### src/rtl/side_info_nch_if.sv
// side_info_nch_if
//   Bundles the side-info byte stream and the decoded field bus of
//   side_info_nch into a single interface.
//   Parameter MAX_CH must match the MAX_CH of the attached side_info_nch.
//   Stream (master -> slave): frame_start, mode[1:0], axiid[7:0], axiiv
//   Fields (slave -> master): axiov, err, main_data_begin, private_bits,
//     scfsi[ch], and per [granule][channel]: part2_3_length, big_values,
//     global_gain, scalefac_compress, window_switching_flag, block_type,
//     mixed_block_flag, table_select[3], subblock_gain[3], region0_count,
//     region1_count, preflag, scalefac_scale, count1table_select.
interface side_info_nch_if #(
    parameter int unsigned MAX_CH = 2
);
    logic                               frame_start;
    logic [1:0]                         mode;
    logic [7:0]                         axiid;
    logic                               axiiv;

    logic                               axiov;
    logic                               err;
    logic [8:0]                         main_data_begin;
    logic [4:0]                         private_bits;
    logic [MAX_CH-1:0][3:0]             scfsi;
    logic [1:0][MAX_CH-1:0][11:0]       part2_3_length;
    logic [1:0][MAX_CH-1:0][8:0]        big_values;
    logic [1:0][MAX_CH-1:0][7:0]        global_gain;
    logic [1:0][MAX_CH-1:0][3:0]        scalefac_compress;
    logic [1:0][MAX_CH-1:0]             window_switching_flag;
    logic [1:0][MAX_CH-1:0][1:0]        block_type;
    logic [1:0][MAX_CH-1:0]             mixed_block_flag;
    logic [1:0][MAX_CH-1:0][2:0][4:0]   table_select;
    logic [1:0][MAX_CH-1:0][2:0][2:0]   subblock_gain;
    logic [1:0][MAX_CH-1:0][3:0]        region0_count;
    logic [1:0][MAX_CH-1:0][3:0]        region1_count;
    logic [1:0][MAX_CH-1:0]             preflag;
    logic [1:0][MAX_CH-1:0]             scalefac_scale;
    logic [1:0][MAX_CH-1:0]             count1table_select;

    modport master (
        output frame_start, mode, axiid, axiiv,
        input  axiov, err, main_data_begin, private_bits, scfsi,
               part2_3_length, big_values, global_gain, scalefac_compress,
               window_switching_flag, block_type, mixed_block_flag,
               table_select, subblock_gain, region0_count, region1_count,
               preflag, scalefac_scale, count1table_select
    );

    modport slave (
        input  frame_start, mode, axiid, axiiv,
        output axiov, err, main_data_begin, private_bits, scfsi,
               part2_3_length, big_values, global_gain, scalefac_compress,
               window_switching_flag, block_type, mixed_block_flag,
               table_select, subblock_gain, region0_count, region1_count,
               preflag, scalefac_scale, count1table_select
    );
endinterface

### src/rtl/side_info_nch.sv
// side_info_nch
//   MP3 Layer III side-info parser for 1 or 2 channels. Collects 17 (mono)
//   or 32 (stereo) side-info bytes, then decodes every field into registers
//   and pulses axiov for one cycle, one cycle after the final byte.
//   Ports:
//     clk  - system clock
//     rst  - synchronous, active-high reset
//     bus  - side_info_nch_if.slave: byte stream in, decoded fields out
//   Parameter MAX_CH: 1 = every frame parsed as mono, 2 = mono/stereo by mode.
//   Optional macro SIDE_INFO_CHECK_EN: when defined, err flags a record with
//   big_values > 288 or window_switching_flag=1 with block_type=0; when
//   undefined err is tied 0.
module side_info_nch #(
    parameter int unsigned MAX_CH = 2
) (
    input logic          clk,
    input logic          rst,
    side_info_nch_if.slave bus
);

    typedef enum logic [1:0] {IDLE, COLLECT, DECODE} state_t;

    typedef struct packed {
        logic [11:0]      p23;
        logic [8:0]       bv;
        logic [7:0]       gg;
        logic [3:0]       sfc;
        logic             wsf;
        logic [1:0]       bt;
        logic             mixed;
        logic [2:0][4:0]  ts;
        logic [2:0][2:0]  sbg;
        logic [3:0]       r0;
        logic [3:0]       r1;
        logic             pre;
        logic             sfs;
        logic             c1t;
    } gr_t;

    // One 59-bit granule/channel record, first transmitted bit at r[58].
    function automatic gr_t decode_rec(input logic [58:0] r);
        gr_t d;
        logic short_blk;
        d = '0;
        d.p23 = r[58:47];
        d.bv  = r[46:38];
        d.gg  = r[37:30];
        d.sfc = r[29:26];
        d.wsf = r[25];
        if (r[25]) begin
            short_blk = (r[24:23] == 2'd2) && !r[22];
            d.bt     = r[24:23];
            d.mixed  = r[22];
            d.ts[0]  = r[21:17];
            d.ts[1]  = r[16:12];
            d.sbg[0] = r[11:9];
            d.sbg[1] = r[8:6];
            d.sbg[2] = r[5:3];
            d.r0     = short_blk ? 4'd8 : 4'd7;
            d.r1     = short_blk ? 4'd12 : 4'd13;
        end else begin
            d.ts[0] = r[24:20];
            d.ts[1] = r[19:15];
            d.ts[2] = r[14:10];
            d.r0    = r[9:6];
            d.r1    = {1'b0, r[5:3]};
        end
        d.pre = r[2];
        d.sfs = r[1];
        d.c1t = r[0];
        return d;
    endfunction

    state_t                  state;
    logic [5:0]              cnt;
    logic [255:0]            sr;
    logic                    two_q;

    logic                    first;
    logic                    take;
    logic                    two_now;
    logic [5:0]              cur_idx;
    logic                    last;
    logic [255:0]            next_sr;
    logic [255:0]            aligned;
    logic [8:0]              mdb_d;
    logic [4:0]              priv_d;
    logic [MAX_CH-1:0][3:0]  scfsi_d;
    gr_t                     rec_d [2][MAX_CH];

    always_comb begin
        // frame_start or an idle parser makes the incoming byte byte 0;
        // frame_start also overrides the drop of bytes during DECODE.
        first   = bus.frame_start || (state == IDLE);
        take    = bus.axiiv && (bus.frame_start || (state != DECODE));
        two_now = first ? ((bus.mode != 2'b11) && (MAX_CH > 1)) : two_q;
        cur_idx = first ? '0 : cnt;
        last    = take && (cur_idx == (two_now ? 6'd31 : 6'd16));
        next_sr = {sr[247:0], bus.axiid};
        // A mono frame fills only the low 136 bits; move its first bit to [255].
        aligned = two_now ? next_sr : (next_sr << 120);

        mdb_d   = aligned[255:247];
        priv_d  = two_now ? {2'b00, aligned[246:244]} : aligned[246:242];
        scfsi_d = '0;
        for (int unsigned c = 0; c < MAX_CH; c++) begin
            if (two_now) begin
                scfsi_d[c] = aligned[243 - 4 * c -: 4];
            end else if (c == 0) begin
                scfsi_d[c] = aligned[241:238];
            end
        end

        for (int unsigned g = 0; g < 2; g++) begin
            for (int unsigned c = 0; c < MAX_CH; c++) begin
                rec_d[g][c] = '0;
                if (two_now) begin
                    rec_d[g][c] = decode_rec(aligned[255 - (20 + 59 * (2 * g + c)) -: 59]);
                end else if (c == 0) begin
                    rec_d[g][c] = decode_rec(aligned[255 - (18 + 59 * g) -: 59]);
                end
            end
        end
    end

    always_ff @(posedge clk) begin
        if (rst) begin
            state                     <= IDLE;
            cnt                       <= '0;
            sr                        <= '0;
            two_q                     <= 1'b0;
            bus.axiov                 <= 1'b0;
            bus.main_data_begin       <= '0;
            bus.private_bits          <= '0;
            bus.scfsi                 <= '0;
            bus.part2_3_length        <= '0;
            bus.big_values            <= '0;
            bus.global_gain           <= '0;
            bus.scalefac_compress     <= '0;
            bus.window_switching_flag <= '0;
            bus.block_type            <= '0;
            bus.mixed_block_flag      <= '0;
            bus.table_select          <= '0;
            bus.subblock_gain         <= '0;
            bus.region0_count         <= '0;
            bus.region1_count         <= '0;
            bus.preflag               <= '0;
            bus.scalefac_scale        <= '0;
            bus.count1table_select    <= '0;
        end else begin
            bus.axiov <= 1'b0;
            if (take) begin
                sr <= next_sr;
                if (first) begin
                    two_q <= two_now;
                end
                if (last) begin
                    state               <= DECODE;
                    cnt                 <= '0;
                    bus.axiov           <= 1'b1;
                    bus.main_data_begin <= mdb_d;
                    bus.private_bits    <= priv_d;
                    bus.scfsi           <= scfsi_d;
                    for (int unsigned g = 0; g < 2; g++) begin
                        for (int unsigned c = 0; c < MAX_CH; c++) begin
                            bus.part2_3_length[g][c]        <= rec_d[g][c].p23;
                            bus.big_values[g][c]            <= rec_d[g][c].bv;
                            bus.global_gain[g][c]           <= rec_d[g][c].gg;
                            bus.scalefac_compress[g][c]     <= rec_d[g][c].sfc;
                            bus.window_switching_flag[g][c] <= rec_d[g][c].wsf;
                            bus.block_type[g][c]            <= rec_d[g][c].bt;
                            bus.mixed_block_flag[g][c]      <= rec_d[g][c].mixed;
                            bus.table_select[g][c]          <= rec_d[g][c].ts;
                            bus.subblock_gain[g][c]         <= rec_d[g][c].sbg;
                            bus.region0_count[g][c]         <= rec_d[g][c].r0;
                            bus.region1_count[g][c]         <= rec_d[g][c].r1;
                            bus.preflag[g][c]               <= rec_d[g][c].pre;
                            bus.scalefac_scale[g][c]        <= rec_d[g][c].sfs;
                            bus.count1table_select[g][c]    <= rec_d[g][c].c1t;
                        end
                    end
                end else begin
                    state <= COLLECT;
                    cnt   <= cur_idx + 6'd1;
                end
            end else if (bus.frame_start) begin
                state <= IDLE;
                cnt   <= '0;
            end else if (state == DECODE) begin
                state <= IDLE;
            end
        end
    end

`ifdef SIDE_INFO_CHECK_EN
    logic err_d;
    logic err_q;

    always_comb begin
        err_d = 1'b0;
        for (int unsigned g = 0; g < 2; g++) begin
            for (int unsigned c = 0; c < MAX_CH; c++) begin
                if ((rec_d[g][c].bv > 9'd288) || (rec_d[g][c].wsf && (rec_d[g][c].bt == 2'd0))) begin
                    err_d = 1'b1;
                end
            end
        end
    end

    always_ff @(posedge clk) begin
        if (rst) begin
            err_q <= 1'b0;
        end else if (last) begin
            err_q <= err_d;
        end
    end

    assign bus.err = err_q;
`else
    assign bus.err = 1'b0;
`endif

endmodule
### src/flat_wrapper.sv
// flat-port wrapper written by rule: the top's interface ports become plain ports
module side_info_nch_flat 
#(
    parameter int unsigned MAX_CH = 2
)
  (clk, rst, bus_frame_start, bus_mode, bus_axiid, bus_axiiv, bus_axiov, bus_err, bus_main_data_begin, bus_private_bits, bus_scfsi, bus_part2_3_length, bus_big_values, bus_global_gain, bus_scalefac_compress, bus_window_switching_flag, bus_block_type, bus_mixed_block_flag, bus_table_select, bus_subblock_gain, bus_region0_count, bus_region1_count, bus_preflag, bus_scalefac_scale, bus_count1table_select);
  side_info_nch_if #(.MAX_CH(MAX_CH)) bus_i ();
  input logic clk;
  input logic rst;
  input wire logic [$bits(bus_i.frame_start)-1:0] bus_frame_start;
  input wire logic [$bits(bus_i.mode)-1:0] bus_mode;
  input wire logic [$bits(bus_i.axiid)-1:0] bus_axiid;
  input wire logic [$bits(bus_i.axiiv)-1:0] bus_axiiv;
  output wire logic [$bits(bus_i.axiov)-1:0] bus_axiov;
  output wire logic [$bits(bus_i.err)-1:0] bus_err;
  output wire logic [$bits(bus_i.main_data_begin)-1:0] bus_main_data_begin;
  output wire logic [$bits(bus_i.private_bits)-1:0] bus_private_bits;
  output wire logic [$bits(bus_i.scfsi)-1:0] bus_scfsi;
  output wire logic [$bits(bus_i.part2_3_length)-1:0] bus_part2_3_length;
  output wire logic [$bits(bus_i.big_values)-1:0] bus_big_values;
  output wire logic [$bits(bus_i.global_gain)-1:0] bus_global_gain;
  output wire logic [$bits(bus_i.scalefac_compress)-1:0] bus_scalefac_compress;
  output wire logic [$bits(bus_i.window_switching_flag)-1:0] bus_window_switching_flag;
  output wire logic [$bits(bus_i.block_type)-1:0] bus_block_type;
  output wire logic [$bits(bus_i.mixed_block_flag)-1:0] bus_mixed_block_flag;
  output wire logic [$bits(bus_i.table_select)-1:0] bus_table_select;
  output wire logic [$bits(bus_i.subblock_gain)-1:0] bus_subblock_gain;
  output wire logic [$bits(bus_i.region0_count)-1:0] bus_region0_count;
  output wire logic [$bits(bus_i.region1_count)-1:0] bus_region1_count;
  output wire logic [$bits(bus_i.preflag)-1:0] bus_preflag;
  output wire logic [$bits(bus_i.scalefac_scale)-1:0] bus_scalefac_scale;
  output wire logic [$bits(bus_i.count1table_select)-1:0] bus_count1table_select;
  assign bus_i.frame_start = bus_frame_start;
  assign bus_i.mode = bus_mode;
  assign bus_i.axiid = bus_axiid;
  assign bus_i.axiiv = bus_axiiv;
  assign bus_axiov = bus_i.axiov;
  assign bus_err = bus_i.err;
  assign bus_main_data_begin = bus_i.main_data_begin;
  assign bus_private_bits = bus_i.private_bits;
  assign bus_scfsi = bus_i.scfsi;
  assign bus_part2_3_length = bus_i.part2_3_length;
  assign bus_big_values = bus_i.big_values;
  assign bus_global_gain = bus_i.global_gain;
  assign bus_scalefac_compress = bus_i.scalefac_compress;
  assign bus_window_switching_flag = bus_i.window_switching_flag;
  assign bus_block_type = bus_i.block_type;
  assign bus_mixed_block_flag = bus_i.mixed_block_flag;
  assign bus_table_select = bus_i.table_select;
  assign bus_subblock_gain = bus_i.subblock_gain;
  assign bus_region0_count = bus_i.region0_count;
  assign bus_region1_count = bus_i.region1_count;
  assign bus_preflag = bus_i.preflag;
  assign bus_scalefac_scale = bus_i.scalefac_scale;
  assign bus_count1table_select = bus_i.count1table_select;
  side_info_nch #(.MAX_CH(MAX_CH)) u_core (.clk(clk), .rst(rst), .bus(bus_i));
endmodule
### config.mk
export PLATFORM = sky130hd
export DESIGN_NAME = side_info_nch_flat
export DESIGN_NICKNAME = d
export VERILOG_FILES = /design/src/rtl/side_info_nch_if.sv /design/src/rtl/side_info_nch.sv /design/src/flat_wrapper.sv
export SDC_FILE = /design/constraint.sdc
export NUM_CORES = 1
export LEC_CHECK = 0
export CAP_MARGIN = 40
export CORE_MARGIN = 10
export CORE_UTILIZATION = 35
export DETAILED_ROUTE_END_ITERATION = 6
export SYNTH_ARGS = -nofsm -noshare
export SYNTH_HDL_FRONTEND = slang
export SYNTH_SLANG_ARGS = --single-unit
### constraint.sdc
create_clock -name clk -period 4.1 [get_ports clk]
set_input_delay 0.615 -clock clk [delete_from_list [all_inputs] [get_ports clk]]
set_output_delay 0.615 -clock clk [all_outputs]
set_load 0.05 [all_outputs]
==> Implementation_results.wiki, run 1 <==
{| class="wikitable"
! Metric !! Value
|-
| Clock slew at the register clock pins of the worst setup and hold paths || 0.06 ns
|-
| Initial antenna violation count || 0
|-
| Maximum clock insertion buffer count || 3
|-
| Number of different library cells in the post-synthesis netlist || 51
|-
| Clock tree root driver cell || sky130_fd_sc_hd__clkbuf_16
|-
| F_max || 0.380 GHz
|-
| Share of the yosys chip area belonging to registers || 51.2%
|-
| FP Rows || 91
|-
| Endpoints failing setup || 0
|-
| CP Data Required Time || 4.62 ns
|-
| Share of the clock period used by the worst path || 64.1%
|-
| Vias in the first global route || 19,200
|-
| Die width || 271 microns
|-
| Maximum level of the CTS H-tree || 2
|-
| Crit path kind || input pin to flip-flop
|-
| Y dimension of the die || 271 microns
|-
| Placer congestion estimate || 0.863
|-
| Post-synthesis area per instance || 8.33 sq um
|-
| Data arrival, critical path || 3.15 ns
|-
| Slew Limit Headroom || 13.7%
|-
| Clock tree from TritonCTS || done
|-
| Worst-skew pair later-pin latency || 0.63 ns
|-
| IO buf count || 324
|-
| Cell area after layout || 27,700 sq um
|-
| Vias || 19,800
|-
| Run status || finished, final reports clean
|-
| Met3 GRT Util || 4.28%
|-
| Global routing usage on met2 || 36.0%
|-
| Max Clock Skew || 0.0228 ns
|-
| Mapped cell area || 22,000 sq um
|-
| Aggregate routed wire length || 81.2 mm
|-
| Worst min-delay path class || flip-flop to flip-flop
|-
| Commonest non-fill, non-tap cell in the layout || sky130_fd_sc_hd__nand2_1
|-
| Average wire length per cell after detail routing || 21.9 microns
|-
| Cells after synthesis || 2,646
|-
| Most utilized layer in the global route result || met2
|-
| Seq cells post-synth || 564
|-
| Number of buffers inserted by post-CTS setup repair || 0
|-
| Power Density || 407 nW/um^2
|-
| Flip-flop and latch area || 11,300 sq um
|-
| Most frequent cells in the layout || sky130_fd_sc_hd__nand2_1, sky130_fd_sc_hd__dfxtp_1, sky130_fd_sc_hd__clkdlybuf4s50_1
|-
| Net Count, Synth || 2,661
|-
| Total Die Area || 73,400 sq um
|-
| Number of enable-type register cells in the synthesized netlist || 0
|-
| CP startpoint kind || input pin
|-
| Antenna Violating Nets Remaining || 0
|-
| Total global routing track utilization || 21.1%
|-
| Max Fanout on Critical Path || 62
|-
| Met1 Usage GRT || 26.2%
|-
| Starting density of the core || 35.5%
|-
| Max-Cap Viols || 0
|-
| Count of final hold-check violations || 0
|-
| Worst-Margin Slew || 1.29 ns
|-
| Number of warnings printed during yosys synthesis || 0
|-
| # clock sinks || 564
|-
| Cell Area, Placed || 25,800 sq um
|-
| Number of gates given a new drive strength after cts || 0
|-
| Maximum number of pins on one net before global-route repair || 221
|-
| Total negative setup slack || 0 ns
|-
| DR iter-0 viols || 1,880
|-
| Overall overflow remaining after global route || 0
|-
| Fraction of final layout cells sized beyond drive strength 1 || 8.51%
|-
| Area occupied by multi-input gates || 9740 sq um
|-
| Final Instance Count excl. Fillers || 3,704
|-
| Net total in the final layout || 2,834
|-
| Wire length of the first global-routing pass || 122 mm
|-
| Predominant post-synthesis flop cell || sky130_fd_sc_hd__dfxtp_1
|-
| Number of buffers inserted by hold repair at cts || 0
|-
| Post-synthesis async set-or-reset flop share || 0%
|-
| Cts bufs inserted || 61
|-
| RSZ-0062 raised after global routing || no
|-
| Power after layout || 11.3 mW
|-
| Count of TritonRoute iterations in the first routing pass || 6
|-
| Inst Count DP || 3,593
|-
| Area of the core || 62,100 sq um
|-
| Final worst path period need || 2.63 ns
|-
| Fill count || 6,105
|-
| Worst-case hold slack || 0.448 ns
|-
| Highest ir drop seen on vdd || 0.337 mV
|-
| Max-slew violation total from the final report || 0
|-
| Area growth from synthesis to layout || 25.8%
|-
| Detail-routed via count per cell || 5.36
|-
| Number of ports placed on the die boundary || 326
|-
| Leak || 8.52 nW
|-
| HPWL Detailed || 54.5 mm
|-
| CP endpoint kind || flip-flop
|-
| Count of antenna diodes in the layout || 0
|-
| Residual DRC || 0
|}
## critical path, stage by stage
cell                              delay (ns)
sky130_fd_sc_hd__clkdlybuf4s50_1        0.62
sky130_fd_sc_hd__o21bai_4               0.25
sky130_fd_sc_hd__mux2i_4                0.37
sky130_fd_sc_hd__o211a_4                0.53
sky130_fd_sc_hd__buf_12                 0.33
sky130_fd_sc_hd__nor2_1                 0.09
sky130_fd_sc_hd__a311oi_2               0.24
## through the flow
| stage | worst slack [ns] | utilization [%] |
|---|---|---|
| 2_1_floorplan | 1.98 | - |
| 3_3_place_gp | 0.840 | 41.5 |
| 3_5_place_dp | 0.803 | 41.5 |
| 4_1_cts | 1.46 | 44.7 |
| 5_1_grt | 1.31 | 44.7 |
| 6_report | 1.47 | 44.7 |
## layout make-up
type	count	area share, %
Sequential cell	564	40.7
Multi-Input combinational cell	1832	35.1
Clock buffer	94	6.50
Inverter	7	0.0948
Tap cell	837	3.78
Clock inverter	17	0.519
Timing Repair Buffer	353	13.2
## worst paths after layout
kind / startpoint / to / slack (ns) / depth (start not counted)
max: bus_frame_start / u_core.bus.big_values[24] / 1.47 / 7
max reg2reg: u_core.state[0] / u_core.bus.subblock_gain[8] / 1.63 / 5
min: u_core.bus.block_type[3] / u_core.bus.block_type[3] / 0.45 / 2
min reg2reg: u_core.bus.block_type[3] / u_core.bus.block_type[3] / 0.45 / 2
## registers in the layout, indices dropped and copies added (netlist names), 5 cells and up
signal and count:
u_core.bus.region1_count 12, u_core.bus.big_values 36, u_core.bus.private_bits 5, u_core.bus.region0_count 16, u_core.bus.main_data_begin 9, u_core.bus.global_gain 32
u_core.bus.scfsi 8, u_core.bus.table_select 60, u_core.bus.part2_3_length 48, u_core.bus.scalefac_compress 16, u_core.cnt 6, u_core.bus.subblock_gain 36
u_core.sr 248, u_core.bus.block_type 8
## cells in the mapped netlist (all sizes together), types with 11 or more instances
cell	number	area [sq um]
nand2	761	2860
dfxtp	564	11300
a21oi	307	1540
nor2	263	987
clkbuf	157	589
a311oi	118	1530
a22oi	112	841
buf	86	439
nand3	69	345
o211ai	27	203
mux2	22	248
nor3	19	95.1
mux2i	15	163
a211oi	12	90.1
o21ai	11	55.1
## metal layers
layer	up-vias	share of wire, %
met3	134	6.1
met2	585	48
met1	9727	42
met5	-	0
li1	9397	-
met4	0	3.2
## cells by family after synthesis
family                   after synthesis  share of synthesized area, %
AND/OR/NAND/NOR                     1164                          21.0
AO/OA/AOI/OAI                        626                          20.9
flip-flops                           564                          51.2
buffers and inverters                250                          4.79
multiplexers                          37                          1.86
XOR/XNOR                               3                         0.119
adder cells (fa/ha/maj)                1                        0.0568
other                                  1                        0.0170
## power breakdown
group,leakage (nW),total (mW),internal (mW),switching (mW)
registers,4.54,5.52,5.49,0.0270
logic,3.01,0.378,0.0634,0.315
clock network,0.960,5.40,3.12,2.28
total,8.52,11.3,8.68,2.62
No activity file was read; power rests on OpenSTA's default activity.
==> inputs of run 2 (changes only) <==
==> constraint.sdc (replaced) <==
create_clock -name clk -period 2.4 [get_ports clk]
set_input_delay 0.36 -clock clk [delete_from_list [all_inputs] [get_ports clk]]
set_output_delay 0.36 -clock clk [all_outputs]
set_load 0.05 [all_outputs]
==> run 2 against run 1 <==
- utilization is 1.4 points higher
- total power is 72% higher
- routed wire length is 0.62% higher
- non-clock buffer count is 87 higher
- worst hold slack worse by 0.39 ns
- cell count is 2.2% higher
- clock skew is 0.00081 ns lower
- sequential share of layout area is 1.2 points lower
- first-iteration DRC count is 1.4% higher
- global-route usage is 0.16 points higher
- critical path depth is 6 lower
- critical path type is now flip-flop to primary output
- critical endpoint is now bus_region0_count[1]
- largest power group unchanged
==> Implementation_results.wiki, run 2 (synthesis gave the netlist of run 1 again) <==
{| class="wikitable"
! Metric !! Value
|-
| FP Rows || 91
|-
| Leak || 9.01 nW
|-
| Reg with most FFs || u_core.sr
|-
| Vias in the first global route || 19,600
|-
| Clock tree from TritonCTS || done
|-
| Launching instance or port of the critical path || u_core.bus.region0_count[1]
|-
| Antenna Violating Nets Remaining || 0
|-
| Most frequent cells in the layout || sky130_fd_sc_hd__nand2_1, sky130_fd_sc_hd__dfxtp_1, sky130_fd_sc_hd__clkdlybuf4s50_1
|-
| Largest registers || u_core.sr: 248 flops, u_core.bus.table_select: 60 flops, u_core.bus.part2_3_length: 48 flops
|-
| Number of ports placed on the die boundary || 326
|-
| Cell area after layout || 28,600 sq um
|-
| Slew Limit Headroom || 37.0%
|-
| Highest-delay cell along the critical path || sky130_fd_sc_hd__clkdlybuf4s50_1
|-
| Aggregate routed wire length || 81.7 mm
|-
| Endpoints failing setup || 0
|-
| HPWL Detailed || 58.1 mm
|-
| Clock tree root driver cell || sky130_fd_sc_hd__clkbuf_16
|-
| Number of flip-flops under the largest register name || 248
|-
| Number of gates given a new drive strength after cts || 0
|-
| F_max || 0.436 GHz
|-
| Starting density of the core || 35.5%
|-
| Number of cells on the worst reg-to-reg path || 7
|-
| Average wire length per cell after detail routing || 21.6 microns
|-
| Clock slew at the register clock pins of the worst setup and hold paths || 0.06 ns
|-
| Crit path kind || flip-flop to primary output
|-
| Share of the clock period used by the worst path || 95.6%
|-
| Cell Area, Placed || 26,600 sq um
|-
| Inst Count DP || 3,680
|-
| Number of buffers inserted by post-CTS setup repair || 0
|-
| Detail-routed via count per cell || 5.33
|-
| Largest delay share family, worst path || buffers and inverters
|-
| Crit path buffers/inverters || 1
|-
| Count of final hold-check violations || 0
|-
| Number of buffers inserted by hold repair at cts || 0
|-
| Net total in the final layout || 2,918
|-
| Worst-Margin Slew || 0.937 ns
|-
| Power after layout || 19.4 mW
|-
| Initial antenna violation count || 4
|-
| Count of TritonRoute iterations in the first routing pass || 5
|-
| Data arrival, critical path || 1.93 ns
|-
| Power Density || 678 nW/um^2
|-
| Setup slack of the most critical reg-to-reg path || 0.13 ns
|-
| Terminus of the critical flop-to-flop path || u_core.bus.region1_count[9]
|-
| # clock sinks || 564
|-
| IO buf count || 324
|-
| CP Data Required Time || 2.04 ns
|-
| CP endpoint kind || primary output
|-
| Die width || 271 microns
|-
| Maximum clock insertion buffer count || 3
|-
| Final worst path period need || 2.29 ns
|-
| Fraction of final layout cells sized beyond drive strength 1 || 11.3%
|-
| Placer congestion estimate || 0.846
|-
| Commonest non-fill, non-tap cell in the layout || sky130_fd_sc_hd__nand2_1
|-
| Reg-to-reg critical path startpoint || u_core.state[0]
|-
| Maximum number of pins on one net before global-route repair || 120
|-
| Maximum level of the CTS H-tree || 2
|-
| Hold EP || u_core.bus.table_select[59]
|-
| Final Instance Count excl. Fillers || 3,787
|-
| Vias || 20,200
|-
| Worst-skew pair later-pin latency || 0.63 ns
|-
| Wire length of the first global-routing pass || 122 mm
|-
| Residual DRC || 0
|-
| CP startpoint kind || flip-flop
|-
| Run status || finished, final reports clean
|-
| Ordered list of cells on the worst path || clkdlybuf4s50_1
|-
| Max-Cap Viols || 0
|-
| Highest ir drop seen on vdd || 0.492 mV
|-
| DR iter-0 viols || 1,907
|-
| Largest stage delay on the critical path || 0.97 ns
|-
| Total Die Area || 73,400 sq um
|-
| Area of the core || 62,100 sq um
|-
| Worst hold path stage count || 2
|-
| RSZ-0062 raised after global routing || no
|-
| Area growth from synthesis to layout || 29.7%
|-
| Worst Min Path Start || rst
|-
| Overall overflow remaining after global route || 0
|-
| Y dimension of the die || 271 microns
|-
| Total global routing track utilization || 21.2%
|-
| Max-slew violation total from the final report || 0
|-
| Cts bufs inserted || 58
|-
| Max Fanout on Critical Path || 2
|-
| Worst min-delay path class || input pin to flip-flop
|-
| Max Clock Skew || 0.0220 ns
|}
run 2: changes by cell type in the layout (fill, tap and decap cells not counted), sizes merged:
cell and delta:
bufinv +3, clkinvlp +3, inv +2, diode +3, clkdlybuf4s50 -4, buf +91, clkbuf -14, clkinv -1
run 2: report_power, final:
| group | internal (mW) | switching (mW) | total [mW] |
|---|---|---|---|
| sequential | 9.38 | 0.0451 | 9.42 |
| combinational | 0.178 | 0.555 | 0.732 |
| clock | 5.32 | 3.91 | 9.22 |
| total | 14.9 | 4.51 | 19.4 |
run 2: metrics by stage:
| stage | setup WS [ns] | setup TNS, ns | hold slack (ns) | util [%] |
|---|---|---|---|---|
| after floorplan | 0.406 | 0 | 0.437 | - |
| after global placement | -0.170 | -0.573 | 0.446 | 42.9 |
| after detailed placement | -0.195 | -5.69 | 0.446 | 42.9 |
| after CTS | 0.0784 | 0 | 0.0416 | 46.0 |
| after global routing | 0.0385 | 0 | 0.0501 | 46.0 |
| final | 0.106 | 0 | 0.0545 | 46.0 |
run 2: per-layer routing:
layer / track usage, % / up-vias / wire [microns]
met2: 35.0 / 637 / 39200
li1: - / 9555 / -
met3: 4.94 / 151 / 5620
met5: 0 / - / 13
met4: 9.19 / 2 / 3270
met1: 26.1 / 9858 / 33600
run 2: worst max-delay path by stage:
stage | endpoint | slack (ns) | cells after the start
after floorplan | u_core.bus.big_values[0] | 0.41 | 9
final | bus_region0_count[1] | 0.11 | 1
after global placement | u_core.bus.region1_count[9] | -0.17 | 9
after global routing | u_core.bus.region1_count[9] | 0.04 | 7
after CTS | bus_region0_count[1] | 0.08 | 1
after detailed placement | u_core.bus.region1_count[9] | -0.19 | 9
run 2: layout make-up:
class,count,area [sq um]
clock buffers,80,1650
clock inverters,24,273
well taps,837,1050
fillers,5944,33500
diodes,3,7.51
repair buffers,440,4550
multi-input cells,1832,9740
flip-flops and latches,564,11300
inverters,7,26.3
==> inputs of run 3 (changes only) <==
--- a/config.mk
+++ b/config.mk
@@ -6,7 +6,6 @@
 export NUM_CORES = 1
 export LEC_CHECK = 0
 export CAP_MARGIN = 40
-export CORE_MARGIN = 10
 export CORE_UTILIZATION = 35
 export DETAILED_ROUTE_END_ITERATION = 6
 export SYNTH_ARGS = -nofsm -noshare
==> run 3 against run 2 <==
- via count up 0.49%
- worst hold slack gained 0.37 ns
- routed wire length fell by 2.9%
- count of clock-buffer cells in the layout is 2 higher
- largest cell class unchanged
- highest routed layer is now met4
==> Implementation_results.wiki, run 3 (synthesis gave the netlist of run 1 again) <==
{| class="wikitable"
! Metric !! Value
|-
| Cts bufs inserted || 59
|-
| Slew Limit Headroom || 48.4%
|-
| Worst-case hold slack || 0.426 ns
|-
| Starting density of the core || 35.6%
|-
| Maximum number of pins on one net before global-route repair || 137
|-
| Clock tree from TritonCTS || done
|-
| Die width || 253 microns
|-
| Crit path buffers/inverters || 1
|-
| Largest registers || u_core.sr: 248 flops, u_core.bus.table_select: 60 flops, u_core.bus.part2_3_length: 48 flops
|-
| Worst-skew pair later-pin latency || 0.64 ns
|-
| Share of the clock period used by the worst path || 96.7%
|-
| Count of antenna diodes in the layout || 0
|-
| HPWL Detailed || 56.2 mm
|-
| Total Die Area || 64,000 sq um
|-
| Largest delay share family, worst path || buffers and inverters
|-
| Cell Area, Placed || 26,800 sq um
|-
| Largest stage delay on the critical path || 0.94 ns
|-
| Vias || 20,300
|-
| Run status || finished, final reports clean
|-
| Highest-delay cell along the critical path || sky130_fd_sc_hd__clkdlybuf4s50_1
|-
| Endpoints failing setup || 0
|-
| Number of gates given a new drive strength after cts || 0
|-
| Worst-Margin Slew || 0.773 ns
|-
| CP endpoint kind || primary output
|-
| Max Fanout on Critical Path || 2
|-
| FP Rows || 91
|-
| Y dimension of the die || 253 microns
|-
| Net total in the final layout || 2,923
|-
| CP Data Required Time || 2.04 ns
|-
| Count of final hold-check violations || 0
|-
| Max-slew violation total from the final report || 0
|-
| Wire length of the first global-routing pass || 118 mm
|-
| Area growth from synthesis to layout || 30.4%
|-
| Max-Cap Viols || 0
|-
| F_max || 0.431 GHz
|-
| Data arrival, critical path || 1.96 ns
|-
| Final worst path period need || 2.32 ns
|-
| Placer congestion estimate || 0.859
|-
| Residual DRC || 0
|-
| Power after layout || 19.6 mW
|-
| # clock sinks || 564
|-
| CP startpoint kind || flip-flop
|-
| Count of TritonRoute iterations in the first routing pass || 5
|-
| Number of flip-flops under the largest register name || 248
|-
| Highest ir drop seen on vdd || 0.547 mV
|-
| Antenna Violating Nets Remaining || 0
|-
| Leak || 9.10 nW
|-
| Reg with most FFs || u_core.sr
|-
| Worst min-delay path class || input pin to flip-flop
|-
| Final core occ || 46.4%
|-
| Maximum clock insertion buffer count || 3
|-
| Clock tree root driver cell || sky130_fd_sc_hd__clkbuf_16
|-
| Final Instance Count excl. Fillers || 3,792
|-
| Inst Count DP || 3,683
|-
| Average wire length per cell after detail routing || 20.9 microns
|-
| Maximum level of the CTS H-tree || 2
|-
| IO buf count || 324
|-
| Power Density || 680 nW/um^2
|-
| Detail-routed via count per cell || 5.35
|-
| Overall overflow remaining after global route || 0
|-
| Clock slew at the register clock pins of the worst setup and hold paths || 0.06 ns
|-
| Area of the core || 61,900 sq um
|-
| Crit path kind || flip-flop to primary output
|-
| Cell area after layout || 28,700 sq um
|-
| Vias in the first global route || 19,400
|-
| Fraction of final layout cells sized beyond drive strength 1 || 11.5%
|-
| Commonest non-fill, non-tap cell in the layout || sky130_fd_sc_hd__nand2_1
|-
| Initial antenna violation count || 2
|-
| Number of ports placed on the die boundary || 326
|-
| Max Clock Skew || 0.0233 ns
|-
| Total global routing track utilization || 24.0%
|-
| Most frequent cells in the layout || sky130_fd_sc_hd__nand2_1, sky130_fd_sc_hd__dfxtp_1, sky130_fd_sc_hd__clkdlybuf4s50_1
|-
| Ordered list of cells on the worst path || clkdlybuf4s50_1
|-
| Aggregate routed wire length || 79.3 mm
|-
| DR iter-0 viols || 1,619
|-
| RSZ-0062 raised after global routing || no
|}
run 3: cell types whose count changed in the layout (fill, tap and decap cells not counted), sizes merged:
cell,delta
clkinv,+3
diode,-3
clkbuf,+2
clkdlybuf4s50,+2
clkinvlp,-2
buf,+1
dlygate4sd3,+1
inv,+1
run 3: through the flow:
stage | setup slack [ns] | setup TNS (ns)
floorplan | 0.406 | 0
global placement | -0.162 | -17.37
detailed placement | -0.182 | -23.44
CTS | 0.0474 | 0
global route | 0.0434 | 0
finish | 0.0803 | 0
run 3: repair_timing:
| action | 4_1_cts | 5_1_grt |
|---|---|---|
| buffers inserted | 0 | 0 |
| hold buffers | 1 | 0 |
| endpoints found under the hold margin | 3 | 0 |
run 3: final cells by class:
type / count / area [sq um]
inverter: 7 / 26.3
fill: 5914 / 33200
timing repair buffer: 444 / 4660
clock buffer: 82 / 1690
multi-input combinational: 1832 / 9740
sequential: 564 / 11300
tap: 837 / 1050
clock inverter: 26 / 288
run 3: per-layer routing:
metal	wire length (microns)	global-route usage (%)	share of wire, %
met1	33600	30.5	42
met2	38300	40.8	48
met3	5130	4.24	6.5
met4	2340	8.05	2.9
met5	0	0	0
run 3: path summary, 6_finish.rpt:
path                               start  cells after the start  slack [ns]                             to
max                u_core.bus.preflag[0]                      1        0.08                 bus_preflag[0]
min                         bus_axiid[3]                      3        0.43                   u_core.sr[3]
max reg2reg              u_core.state[0]                      8        0.20  u_core.bus.part2_3_length[25]
min reg2reg  u_core.bus.table_select[21]                      2        0.45    u_core.bus.table_select[21]
run 3: power breakdown:
group	internal, mW	total, mW	switching, mW
clock network	5.46	9.39	3.92
registers	9.38	9.42	0.0435
logic	0.192	0.747	0.555
total	15.0	19.6	4.52
